<file path="src/rtl/alu_ctrl_seq.sv">
// Registered ALU-control decode with a valid/ready handshake and sequencing for
// multi-cycle MUL/DIV ops; mc_busy stalls the pipeline while one is in flight.
module alu_ctrl_seq #(
    parameter int              FUNC_W   = 4,
    parameter int              OP_W     = 3,
    parameter logic [OP_W-1:0] ADD_SEL  = 3'b100,
    parameter logic [OP_W-1:0] SUB_SEL  = 3'b101,
    parameter logic [OP_W-1:0] IDLE_SEL = 3'b000,
    parameter int              MUL_LAT  = 4,
    parameter int              DIV_LAT  = 8,
    parameter int              CNT_W    = 4
) (
    input  logic              clk,
    input  logic              rst_n,
    input  logic              flush,
    input  logic              in_valid,
    output logic              in_ready,
    input  logic [2:0]        aluop,
    input  logic [FUNC_W-1:0] func,
    output logic [OP_W-1:0]   op_sel,
    output logic              op_valid,
    output logic              mc_busy,
    output logic              mc_done
);

    typedef enum logic {
        S_IDLE,
        S_BUSY
    } state_t;

    // The counter is loaded with LAT-1 so that cnt==0 marks the last busy cycle.
    localparam logic [CNT_W-1:0] MUL_CNT = CNT_W'(MUL_LAT - 1);
    localparam logic [CNT_W-1:0] DIV_CNT = CNT_W'(DIV_LAT - 1);

    state_t            state_q, state_d;
    logic [CNT_W-1:0]  cnt_q, cnt_d;
    logic [OP_W-1:0]   op_sel_q, op_sel_d;
    logic              op_valid_q, op_valid_d;
    logic              accept;

    assign mc_busy  = (state_q == S_BUSY);
    assign mc_done  = mc_busy && (cnt_q == '0);
    assign in_ready = ~mc_busy;
    assign accept   = in_valid && in_ready;
    assign op_sel   = op_sel_q;
    assign op_valid = op_valid_q;

    always_ff @(posedge clk or negedge rst_n) begin
        if (!rst_n) begin
            state_q    <= S_IDLE;
            cnt_q      <= '0;
            op_sel_q   <= IDLE_SEL;
            op_valid_q <= 1'b0;
        end else begin
            state_q    <= state_d;
            cnt_q      <= cnt_d;
            op_sel_q   <= op_sel_d;
            op_valid_q <= op_valid_d;
        end
    end

    // Flush overrides everything, including an input offered in the same cycle.
    always_comb begin
        state_d    = state_q;
        cnt_d      = cnt_q;
        op_sel_d   = op_sel_q;
        op_valid_d = 1'b0;
        if (flush) begin
            state_d  = S_IDLE;
            cnt_d    = '0;
            op_sel_d = IDLE_SEL;
        end else begin
            case (state_q)
                S_IDLE: begin
                    if (accept) begin
                        if (aluop[0]) begin
                            op_sel_d   = ADD_SEL;
                            op_valid_d = 1'b1;
                        end else if (aluop[1]) begin
                            op_sel_d   = SUB_SEL;
                            op_valid_d = 1'b1;
                        end else if (aluop[2]) begin
                            op_sel_d   = func[OP_W-1:0];
                            op_valid_d = 1'b1;
                            if (func[FUNC_W-1]) begin
                                state_d = S_BUSY;
                                cnt_d   = func[0] ? DIV_CNT : MUL_CNT;
                            end
                        end else begin
                            op_sel_d = IDLE_SEL;
                        end
                    end
                end
                S_BUSY: begin
                    if (cnt_q == '0) begin
                        state_d = S_IDLE;
                    end else begin
                        cnt_d = cnt_q - CNT_W'(1);
                    end
                end
                default: begin
                    state_d = S_IDLE;
                    cnt_d   = '0;
                end
            endcase
        end
    end

endmodule

</file>
<file path="config.mk">
export PLATFORM = sky130hd
export DESIGN_NAME = alu_ctrl_seq
export DESIGN_NICKNAME = d
export VERILOG_FILES = /design/src/rtl/alu_ctrl_seq.sv
export SDC_FILE = /design/constraint.sdc
export NUM_CORES = 1
export LEC_CHECK = 0
export CAP_MARGIN = 20
export CORE_MARGIN = 2
export CORE_UTILIZATION = 34
export DETAILED_ROUTE_END_ITERATION = 7
export PLACE_DENSITY = 0.69
export SLEW_MARGIN = 20
export SYNTH_ARGS = -nofsm -noshare
export SYNTH_HDL_FRONTEND = slang
export SYNTH_SLANG_ARGS = --single-unit
</file>
<file path="constraint.sdc">
create_clock -name clk -period 1.9 [get_ports clk]
set_clock_uncertainty 0.05 [all_clocks]
set_input_delay 0.19 -clock clk [delete_from_list [all_inputs] [get_ports clk]]
set_output_delay 0.19 -clock clk [all_outputs]
set_load 0.05 [all_outputs]
</file>
# ---- Word-level counts from Yosys, hierarchy flattened
# Index checks and enable logic that the tools add are counted.
dict set report classes {
  add_sub_neg 1
  n_eq_ne 7
  mux 29
  bitwise_logic 1
  n_reduce_logical 6
}
# operator count
set ops {}
lappend ops {{2-to-1 mux 4 bit} 7}
lappend ops {{2-to-1 mux 3 bit} 7}
lappend ops {{2-to-1 mux 1 bit} 13}
lappend ops {{inequality test 3 x 2 -> 1 bit, second input constant} 3}
lappend ops {{inequality test 3 bit, second input constant} 3}
lappend ops {{case mux 4 bit (2 select lines)} 1}
lappend ops {{AND reduction 6 bit} 1}
lappend ops {{logical NOT 4 bit} 1}
lappend ops {{subtractor 4 x 1 -> 4 bit, second input constant} 1}
lappend ops {{logical AND 1 bit} 2}
lappend ops {{inequality test 2 bit, second input constant} 1}
lappend ops {{case mux 1 bit (2 select lines)} 1}
lappend ops {{AND reduction 2 bit} 1}
lappend ops {{nonzero test 2 bit} 1}
lappend ops {{NOT 1 bit} 1}
dict set report word_totals {
  reg_bits 9
  input_bits 11
  out_inout_bits 7
  elab_cells 48
}

# ---- Logic depth before layout (Yosys ltp)
# Gate-level depths: netlist of run 1.
dict set report logic_depth {
  depth_word 8
  mapped_depth 5
  mapped_depth_nobuf 5
}

# ---- Least setup slack after synthesis of run 1
# Ideal clock, no wire load.
dict set report synth_path {
  kind {reg-to-output}
  startpoint {reg state_q, in the netlist mc_busy}
  endpoint {out mc_done}
  t_arrival_ns 1.916
  required_ns 1.660
  path_slack_ns -0.256
  path_stages_with_launch 3
  path_buffers 0
  cell_sequence {dfrtp_1 > inv_1 > nor2_1}
}
dict set report synth_between {
  elab_chain_cells 1
}
# item line_no
set synth_rtl {}
lappend synth_rtl {{start, declared} 35} ;# state_t state_q, state_d;
lappend synth_rtl {{start signal, assigned} 55} ;# state_q <= state_d;
lappend synth_rtl {{logical AND 1 bit} 42} ;# assign mc_done = mc_busy && (cnt_q == '0);
lappend synth_rtl {{end, declared} 23} ;# output logic mc_done
# No other way between the ends.

# ---- Worst setup path after layout of run 1
dict set report layout_path {
  startpoint {reg cnt_q[0]}
  endpoint {out mc_done}
}
dict set report layout_between {
  elab_chain_cells 2
}
# item line_no
set layout_rtl {}
lappend layout_rtl {{start, declared} 36} ;# logic [CNT_W-1:0] cnt_q, cnt_d;
lappend layout_rtl {{start signal, assigned} 56} ;# cnt_q <= cnt_d;
lappend layout_rtl {{logical NOT 4 bit} 42}
lappend layout_rtl {{logical AND 1 bit} 42}
# No other way between the ends.

==> results.txt, run 1 <==
----------------------------------------------------
[Outcome]
  Outcome ... finished clean

[Finish]
  Synthesis-to-layout area growth ... 51.35%
  Number of diodes added for antenna fixing ... 0
  Fin nets ... slightly below 90
  Count of placed standard cells in the final layout, fillers left out ... 90
  Filler instances ... about 120
  Share of final-layout standard cells stronger than drive strength 1 ... 0.2667

[Clock network]
  CTS root buf ... sky130_fd_sc_hd__clkbuf_4
  Insertion delay of the later-clocked pin in the worst-skew pair ... 0.26 ns
  Sinks on Clock Net ... 9
  Clock buffers created by TritonCTS ... 3
  Hold buffers post-CTS ... 0
  CTS Buffer Depth ... 2
  CTS tree ... built
  Clock-pin slew reported for the worst setup and hold paths after clock tree synthesis ... 0.06 ns
  Depth of the CTS H-tree ... 1

[Global route]
  Maximum number of pins on one net before global-route repair ... 10
  Gr usage total ... 0.1518
  Via count of the first global-routing pass ... 461
  Total congestion overflow ... 0
  First-pass GRT wire length ... around 2000 µm
  Initial antenna violation count ... 0

[Worst setup path]
  Launching element type of the critical path ... register
  Arr. time, crit path ... 1.58 ns
  Worst R2R Path Depth ... 6
  Type of element capturing the critical path ... output pin
  Critical register-to-register path endpoint ... cnt_q[0]
  Largest fanout of any net on the critical path ... 4
  Category of the critical setup timing path ... register to output pin
  Worst flop-to-flop path startpoint ... cnt_q[0]
  Required time worst endpoint ... 1.66 ns
  Worst reg-to-reg setup slack ... 0.16 ns

[Route]
  Routed vias/inst ... between 5 and 6
  Wirelength per Cell ... between 10 and 15 µm
  Residual DRC count ... 0
  Final antenna-violating net count ... 0
  Length of the first detailed-routing pass in iterations ... 3
  Total detailed-routing wirelength ... 1257 µm
  Vias after detailed routing ... 468
  Iter 0 DRT Violations ... 7

[Floorplan]
  Standard cell core area ... 1350 µm²
  Die Width ... 42.70 µm
  Row count ... 13
  Die footprint ... around 1800 µm²
  Initial standard-cell utilization of the core ... 0.3772
  Ports placed on the boundary ... 18
  Die Y ... 42.70 µm

[Synthesis]
  Cell taking the most area after synthesis ... sky130_fd_sc_hd__dfrtp_1
  Top post-synthesis cells by area ... sky130_fd_sc_hd__dfrtp_1, sky130_fd_sc_hd__ha_1, sky130_fd_sc_hd__inv_1
  Total of flip-flops plus latches after synthesis ... 9
  Leading post-synthesis cells by instance count ... sky130_fd_sc_hd__dfrtp_1, sky130_fd_sc_hd__inv_1, sky130_fd_sc_hd__nor2_1
  Count of mapped cells out of synthesis ... 50
  Post-Synthesis Cell Area ... 509.2 µm²
  Portion of the post-synthesis area used by sequential elements ... 0.4423
  Most used standard cell by instance count after synthesis ... sky130_fd_sc_hd__dfrtp_1
  Synth Net Count ... 63
  Library cells used by synthesis ... 25
  Top-area cell type share of the netlist area ... 0.4423
  Most instantiated flip-flop cell in the synthesis netlist ... sky130_fd_sc_hd__dfrtp_1
  Post-synth EDFFs ... 0
  Async SR Flop Fraction ... 1.000
  Total number of yosys warnings ... 0
  Mean cell area of the mapped netlist ... between 10 and 15 µm²

[Timing]
  Finish-stage setup viols ... 0
  Hold Worst Slack ... 0.1901 ns
  Maximum clock frequency ... 550.8 MHz
  Final Hold Fails ... 0
  Min Clock Period, post-route ... 1.815 ns
  Total count of max-transition violations in the final report ... 0
  Slew @ Worst Pin ... 0.4958 ns
  Final clock period utilization by the worst path ... 0.9555
  Max-slew headroom at the worst pin ... 0.6684

[Placement]
  Number of cells after detailed placement ... 81
  Last weighted congestion value of the routability-driven placer ... 0.9318
  HPWL after DPL ... 899.8 µm
  Number of input and output port buffers inserted ... 17

[Power and ir drop]
  VDD IR-drop max ... roughly 0.00056 V
  Ratio of total power to cell area ... 582.3 nW/µm²
  Lkg Pwr ... ~0.33 nW

[Flow run]
  Count of max-cap constraint violations ... 0

[Worst hold path]
  Class of the worst hold path ... input port to asynchronous set/reset pin

----------------------------------------------------
## per-stage QoR
step	area [µm²]	power (mW)	TNS, ns	util	setup WS, ns
after CTS	733.2	0.4510	0	0.5431	0.01329
after global routing	770.7	0.4768	-0.005620	0.5709	-0.005620
after detailed placement	706.9	0.2994	0	0.5236	0.2544
final	770.7	0.4488	0	0.5709	0.08454
after floorplan	516.7	0.2547	0	-	0.09215
after global placement	706.9	0.2988	0	0.5236	0.2889
## cells in the final DEF (no fill, tap or decap), drive strengths merged, types with 2 or more instances in the layout
cell	instances
dfrtp	9
xnor2	2
buf	8
clkdlybuf4s50	14
clkbuf	4
a21oi	3
o32ai	2
ha	2
nand2	3
nor3	3
nor2	5
inv	5
## cells by family after synthesis
logic type,after synthesis,synth area share
compound gates,13,0.2138
xor+xnor,2,0.03440
fa+ha+maj,2,0.04913
buf+inv,6,0.04422
flops,9,0.4423
mux,1,0.01966
simple gates,17,0.1965
## sequential cells by signal, summed over array words and instances, names as in the netlist
signal / flops
cnt_q: 4
mc_busy: 1
op_sel: 3
op_valid: 1
## final cells by class
| type | count | area, µm² | area share |
|---|---|---|---|
| Multi-Input combinational cell | 35 | 269.0 | 0.3490 |
| Clock buffer | 4 | 26.28 | 0.03409 |
| Timing Repair Buffer | 22 | 212.7 | 0.2760 |
| Sequential cell | 9 | 225.2 | 0.2922 |
| Inverter | 5 | 18.77 | 0.02435 |
| Tap cell | 15 | 18.77 | 0.02435 |
## worst max-delay path by stage
stage | startpoint | to
finish | cnt_q[0] | mc_done
global placement | cnt_q[0] | cnt_q[0]
CTS | cnt_q[0] | mc_done
floorplan | mc_busy | mc_done
global route | cnt_q[0] | mc_done
detailed placement | cnt_q[0] | cnt_q[0]
## worst max-delay path: stages (launching register included)
cell                      delay (ns)
sky130_fd_sc_hd__dfrtp_1        0.40
sky130_fd_sc_hd__inv_2          0.08
sky130_fd_sc_hd__ha_1           0.16
sky130_fd_sc_hd__or3b_4         0.42
sky130_fd_sc_hd__nor2_4         0.12
sky130_fd_sc_hd__buf_12         0.14
## what timing repair did
| item | 4_1_cts | 5_1_grt |
|---|---|---|
| endpoints found under the setup margin | 0 | 1 |
| setup buffers | 0 | 5 |
| hold endpoints to repair | 0 | 0 |
| resized for setup | 0 | 2 |
## metal layers
| metal | global-route usage | share of wire | vias to the layer above |
|---|---|---|---|
| met5 | 0 | 0 | - |
| met4 | 0.03750 | 0.0072 | 0 |
| met3 | 0.08085 | 0.078 | 2 |
| met2 | 0.2424 | 0.47 | 15 |
| met1 | 0.1772 | 0.44 | 220 |
| li1 | - | - | 231 |
## power by group
part           switching [mW]  total (mW)  internal (mW)
combinational          0.0528       0.103         0.0503
clock                  0.0639       0.145         0.0807
sequential            0.00355       0.201          0.198
total                   0.120       0.449          0.329
Power figures use the tool's default switching activity.
==> run 2, diff against run 1 <==
--- a/config.mk
+++ b/config.mk
@@ -9,7 +9,8 @@
 export CORE_MARGIN = 2
 export CORE_UTILIZATION = 34
 export DETAILED_ROUTE_END_ITERATION = 7
-export PLACE_DENSITY = 0.69
+export DONT_BUFFER_PORTS = 1
+export PLACE_DENSITY = 0.54
 export SLEW_MARGIN = 20
 export SYNTH_ARGS = -nofsm -noshare
 export SYNTH_HDL_FRONTEND = slang
==> run 2 against run 1 <==
Against the previous run:
- sequential share of layout area increased by 6.6 points
- final cell count decreased by 17%
- register-to-register slack about the same
- power decreased by 7.6%
==> results.txt, run 2 (synthesized netlist as in run 1, its figures left out) <==
----------------------------------------------------
[Worst setup path]
  Critical Path Slowest Stage Cell ... sky130_fd_sc_hd__or3b_4
  Type of element capturing the critical path ... output pin
  Critical register-to-register path endpoint ... cnt_q[2]
  Largest stage delay, worst path ... between 0.4 and 0.5 ns
  Category of the critical setup timing path ... register to output pin
  Critical path buffer and inverter count ... 2
  Cell family with the largest share of critical-path delay ... simple AND/OR/NAND/NOR gates
  Worst R2R Path Depth ... 6
  Crit path cell chain ... inv_2, ha_1, or3b_4, nor2_4, buf_12
  Largest fanout of any net on the critical path ... 3
  Required time worst endpoint ... between 1.5 and 2 ns
  Worst reg-to-reg setup slack ... 0.17 ns
  Launching element type of the critical path ... register
  Arr. time, crit path ... 1.56 ns
  Worst flop-to-flop path startpoint ... cnt_q[0]

[Route]
  Final antenna-violating net count ... 0
  Residual DRC count ... 0
  Iter 0 DRT Violations ... 2
  Wirelength per Cell ... between 10 and 15 µm
  Vias after detailed routing ... approximately 410
  Routed vias/inst ... 5.453
  Length of the first detailed-routing pass in iterations ... 4
  Total detailed-routing wirelength ... between 1000 and 1500 µm

[Clock network]
  CTS root buf ... sky130_fd_sc_hd__clkbuf_4
  Sinks on Clock Net ... 9
  Depth of the CTS H-tree ... 1
  CTS tree ... built
  CTS Buffer Depth ... 2
  Insertion delay of the later-clocked pin in the worst-skew pair ... around 0.26 ns
  Clock buffers created by TritonCTS ... 3
  Clock-pin slew reported for the worst setup and hold paths after clock tree synthesis ... 0.06 ns

[Placement]
  Number of cells after detailed placement ... 67
  Number of input and output port buffers inserted ... 0
  Setup WS pre-CTS ... roughly 0.25 ns
  Last weighted congestion value of the routability-driven placer ... 0.8317
  HPWL after DPL ... about 800 µm
  Area after detailed placement ... 566.8 µm²

[Finish]
  Count of placed standard cells in the final layout, fillers left out ... 75
  Fin nets ... between 70 and 80
  Max reg flops ... 4
  Most flop-heavy register ... cnt_q
  Synthesis-to-layout area growth ... 23.34%
  Post-Route Utilization ... 0.4652
  Most common cell after layout, fill and taps aside ... sky130_fd_sc_hd__dfrtp_1
  Most frequent cells in the layout ... sky130_fd_sc_hd__dfrtp_1, sky130_fd_sc_hd__nor2_1, sky130_fd_sc_hd__buf_4
  Number of diodes added for antenna fixing ... 0
  Cell area after layout ... 628.1 µm²
  Share of final-layout standard cells stronger than drive strength 1 ... 0.2833
  Area of all sequential standard cells ... 225.2 µm²
  Multi-input gate area in the final layout ... 269.0 µm²
  Filler instances ... 138

[Timing]
  Hold Worst Slack ... 0.01971 ns
  Maximum clock frequency ... 554.4 MHz
  Finish-stage setup viols ... 0
  Unrepaired setup endpoints after global routing ... no
  Final Hold Fails ... 0
  Max-slew headroom at the worst pin ... 0.6908
  Total count of max-transition violations in the final report ... 0
  Min Clock Period, post-route ... 1.804 ns
  Final clock period utilization by the worst path ... 0.9494
  Total Negative Setup Slacks ... 0 ns
  Final setup margin ... 0.09613 ns
  Slew @ Worst Pin ... 0.4638 ns

[Floorplan]
  Initial standard-cell utilization of the core ... 0.3772
  Die footprint ... 1823 µm²
  Die Y ... ~43 µm
  Row count ... 13
  Standard cell core area ... 1350 µm²
  Ports placed on the boundary ... 18
  Die Width ... roughly 43 µm

[Worst hold path]
  Min-Delay Endpoint ... op_sel[1]
  Class of the worst hold path ... input port to register
  Count of cells along the worst hold path ... 2
  Hold wc startpoint ... func[1]

[Power and ir drop]
  Lkg Pwr ... 0.2715 nW
  VDD IR-drop max ... roughly 0.00052 V
  Ratio of total power to cell area ... 660.0 nW/µm²
  PnR Total Power ... 0.4146 mW

[Global route]
  Maximum number of pins on one net before global-route repair ... 10
  First-pass GRT wire length ... 1773 µm
  Most used routing layer ... met2
  Met3 Resource Use GR ... 0.09362
  Met1 Usage GRT ... 0.1481
  Global Route met2 Usage ... 0.2091
  Total congestion overflow ... 0
  Initial antenna violation count ... 0
  Via count of the first global-routing pass ... 418
  Gr usage total ... 0.1350

[Flow run]
  Count of max-cap constraint violations ... 0

[Outcome]
  Outcome ... finished clean

----------------------------------------------------
## run 2: per-layer routing
metal | wire (µm) | part of all wire | up-vias
met5 | 0 | 0 | -
met4 | 14 | 0.013 | 0
met3 | 107 | 0.10 | 2
met2 | 501 | 0.47 | 16
met1 | 448 | 0.42 | 187
li1 | - | - | 204
## run 2: how the worst max path moves through the flow
stage	startpoint	to	slack, ns	cells past startpoint
after floorplan	mc_busy	mc_done	0.09	2
after global placement	cnt_q[0]	cnt_q[0]	0.28	5
after detailed placement	cnt_q[0]	cnt_q[2]	0.25	5
after CTS	cnt_q[0]	mc_done	0.03	5
after global routing	cnt_q[0]	mc_done	0.02	5
final	cnt_q[0]	mc_done	0.1	5
## run 2: area by class of cell
| cell class | count | share of cell area |
|---|---|---|
| flip-flops and latches | 9 | 0.3586 |
| inverters | 5 | 0.02988 |
| repair buffers | 7 | 0.1116 |
| well taps | 15 | 0.02988 |
| multi-input cells | 35 | 0.4283 |
| clock buffers | 4 | 0.04183 |
## run 2: power by group
part,total [mW],internal (mW),leakage (nW),switching (mW)
Clock,0.145,0.0808,0.0150,0.0642
Combinational,0.0536,0.0262,0.134,0.0274
Sequential,0.216,0.197,0.123,0.0186
Total,0.415,0.304,0.272,0.110
## run 2: timing repair
item | CTS | global route
buffers inserted | 0 | 2
setup endpoints to repair | 0 | 1
gates resized for setup | 0 | 2
endpoints found under the hold margin | 15 | 0
hold buffers | 2 | 0
==> run 3, diff against run 2 <==
--- a/config.mk
+++ b/config.mk
@@ -6,11 +6,12 @@
 export NUM_CORES = 1
 export LEC_CHECK = 0
 export CAP_MARGIN = 20
-export CORE_MARGIN = 2
-export CORE_UTILIZATION = 34
+export CORE_AREA = 2 2 39 41
 export DETAILED_ROUTE_END_ITERATION = 7
+export DIE_AREA = 0 0 41 43
 export DONT_BUFFER_PORTS = 1
-export PLACE_DENSITY = 0.54
+export GPL_TIMING_DRIVEN = 0
+export PLACE_DENSITY = 0.58
 export SLEW_MARGIN = 20
 export SYNTH_ARGS = -nofsm -noshare
 export SYNTH_HDL_FRONTEND = slang
==> run 3 against run 2 <==
Against the previous run:
- sequential cell count did not move
- routed wire length rose by 4.0%
- first-iteration DRC count down 50%
- combinational power shrank 7.3%
- highest routed layer unchanged
- critical endpoint unchanged
- design area shrank 4.4%
- core utilization fell by 3.1 points
- final cell count down 1.3%
- via count rose by 0.98%
==> results.txt, run 3 (synthesized netlist as in run 1, its figures left out) <==
----------------------------------------------------
[Finish]
  Most common cell after layout, fill and taps aside ... sky130_fd_sc_hd__dfrtp_1
  Synthesis-to-layout area growth ... 17.94%
  Filler instances ... 136
  Cell area after layout ... approximately 600 µm²
  Share of final-layout standard cells stronger than drive strength 1 ... 0.2931
  Fin nets ... 72
  Most frequent cells in the layout ... sky130_fd_sc_hd__dfrtp_1, sky130_fd_sc_hd__nor2_1
  Multi-input gate area in the final layout ... 269.0 µm²
  Area of all sequential standard cells ... 229.0 µm²
  Number of diodes added for antenna fixing ... 0
  Most flop-heavy register ... cnt_q
  Max reg flops ... 4

[Floorplan]
  Standard cell core area ... about 1400 µm²
  Die Width ... 41 µm
  Ports placed on the boundary ... 18
  Die footprint ... around 1800 µm²
  Die Y ... about 43 µm
  Initial standard-cell utilization of the core ... 0.3680
  Row count ... 14

[Timing]
  Slew @ Worst Pin ... a little under 0.5 ns
  Final clock period utilization by the worst path ... 0.9570
  Final Hold Fails ... 0
  Unrepaired setup endpoints after global routing ... no
  Min Clock Period, post-route ... 1.818 ns
  Max-slew headroom at the worst pin ... 0.6646
  Total count of max-transition violations in the final report ... 0
  Finish-stage setup viols ... 0
  Hold Worst Slack ... 0.01993 ns
  Maximum clock frequency ... around 550 MHz
  Total Negative Setup Slacks ... 0 ns
  Final setup margin ... 0.08162 ns

[Route]
  Iter 0 DRT Violations ... 1
  Routed vias/inst ... between 5 and 6
  Final antenna-violating net count ... 0
  Vias after detailed routing ... 413
  Total detailed-routing wirelength ... approximately 1100 µm
  Wirelength per Cell ... 15.05 µm
  Residual DRC count ... 0
  Length of the first detailed-routing pass in iterations ... 3

[Worst hold path]
  Class of the worst hold path ... input port to register
  Count of cells along the worst hold path ... 2
  Min-Delay Endpoint ... op_sel[1]
  Hold wc startpoint ... func[1]

[Clock network]
  CTS tree ... built
  CTS root buf ... sky130_fd_sc_hd__clkbuf_4
  Depth of the CTS H-tree ... 1
  Insertion delay of the later-clocked pin in the worst-skew pair ... around 0.27 ns
  Sinks on Clock Net ... 9
  Clock-pin slew reported for the worst setup and hold paths after clock tree synthesis ... approximately 0.07 ns
  CTS Buffer Depth ... 2
  Clock buffers created by TritonCTS ... 3

[Global route]
  Via count of the first global-routing pass ... 440
  Initial antenna violation count ... 0
  Gr usage total ... 0.1625
  Maximum number of pins on one net before global-route repair ... 10
  Total congestion overflow ... 0
  First-pass GRT wire length ... roughly 1800 µm

[Outcome]
  Outcome ... finished clean

[Worst setup path]
  Category of the critical setup timing path ... register to output pin
  Worst flop-to-flop path startpoint ... cnt_q[0]
  Largest stage delay, worst path ... 0.40 ns
  Worst reg-to-reg setup slack ... 0.17 ns
  Critical register-to-register path endpoint ... cnt_q[2]
  Cell family with the largest share of critical-path delay ... simple AND/OR/NAND/NOR gates
  Required time worst endpoint ... approximately 1.7 ns
  Crit path cell chain ... inv_2, ha_1, or3b_4, nor2_4
  Launching element type of the critical path ... register
  Largest fanout of any net on the critical path ... 3
  Arr. time, crit path ... 1.58 ns
  Critical Path Slowest Stage Cell ... sky130_fd_sc_hd__or3b_4
  Worst R2R Path Depth ... 6
  Critical path buffer and inverter count ... 1
  Type of element capturing the critical path ... output pin

[Power and ir drop]
  Lkg Pwr ... 0.2532 nW
  Ratio of total power to cell area ... 703.3 nW/µm²
  VDD IR-drop max ... 0.0003046 V

[Placement]
  Area after detailed placement ... 536.8 µm²
  Last weighted congestion value of the routability-driven placer ... 0.7553
  HPWL after DPL ... 823 µm
  Setup WS pre-CTS ... -0.02807 ns
  Number of input and output port buffers inserted ... 0

[Flow run]
  Count of max-cap constraint violations ... 0

----------------------------------------------------
==> run 3: timing repair <==
item | CTS | global route
cloned | 0 | 0
resized for setup | 2 | 3
endpoints found under the hold margin | 9 | 0
setup endpoints to repair | 1 | 1
hold buffers | 1 | 0
buffers inserted | 1 | 2
pin swaps | 1 | 1
==> run 3: layout make-up <==
class | count | area share
clock buffers | 4 | 0.04375
multi-input cells | 35 | 0.4479
flip-flops and latches | 9 | 0.3813
plain buffers | 1 | 0.006250
inverters | 5 | 0.03750
repair buffers | 4 | 0.05000
well taps | 16 | 0.03333
==> run 3: worst max path at each step <==
stage	slack (ns)	start	cells after the start	endpoint
after global routing	0.01	cnt_q[0]	4	mc_done
after floorplan	0.09	mc_busy	2	mc_done
after global placement	-0.02	mc_busy	2	mc_done
after CTS	0.02	mc_busy	2	mc_done
final	0.08	cnt_q[0]	4	mc_done
after detailed placement	-0.03	mc_busy	2	mc_done
==> run 3: where the power goes <==
part | total [mW] | internal [mW] | switching [mW]
clock network | 0.156 | 0.0813 | 0.0745
registers | 0.217 | 0.197 | 0.0196
logic | 0.0497 | 0.0229 | 0.0268
==> run 3: stage by stage <==
stage	instances	utilization	total power, mW
floorplan	50	-	0.2547
global placement	66	0.3879	0.2604
detailed placement	66	0.3879	0.2614
CTS	72	0.4204	0.4231
global route	74	0.4340	0.4430
finish	74	0.4340	0.4224
==> run 3: routing by layer <==
metal,vias up,global-route usage,routed length (µm)
met5,-,0,0
met2,14,0.2406,558
met3,4,0.06283,92
met4,0,0.1000,36
li1,195,-,-
met1,200,0.1863,426
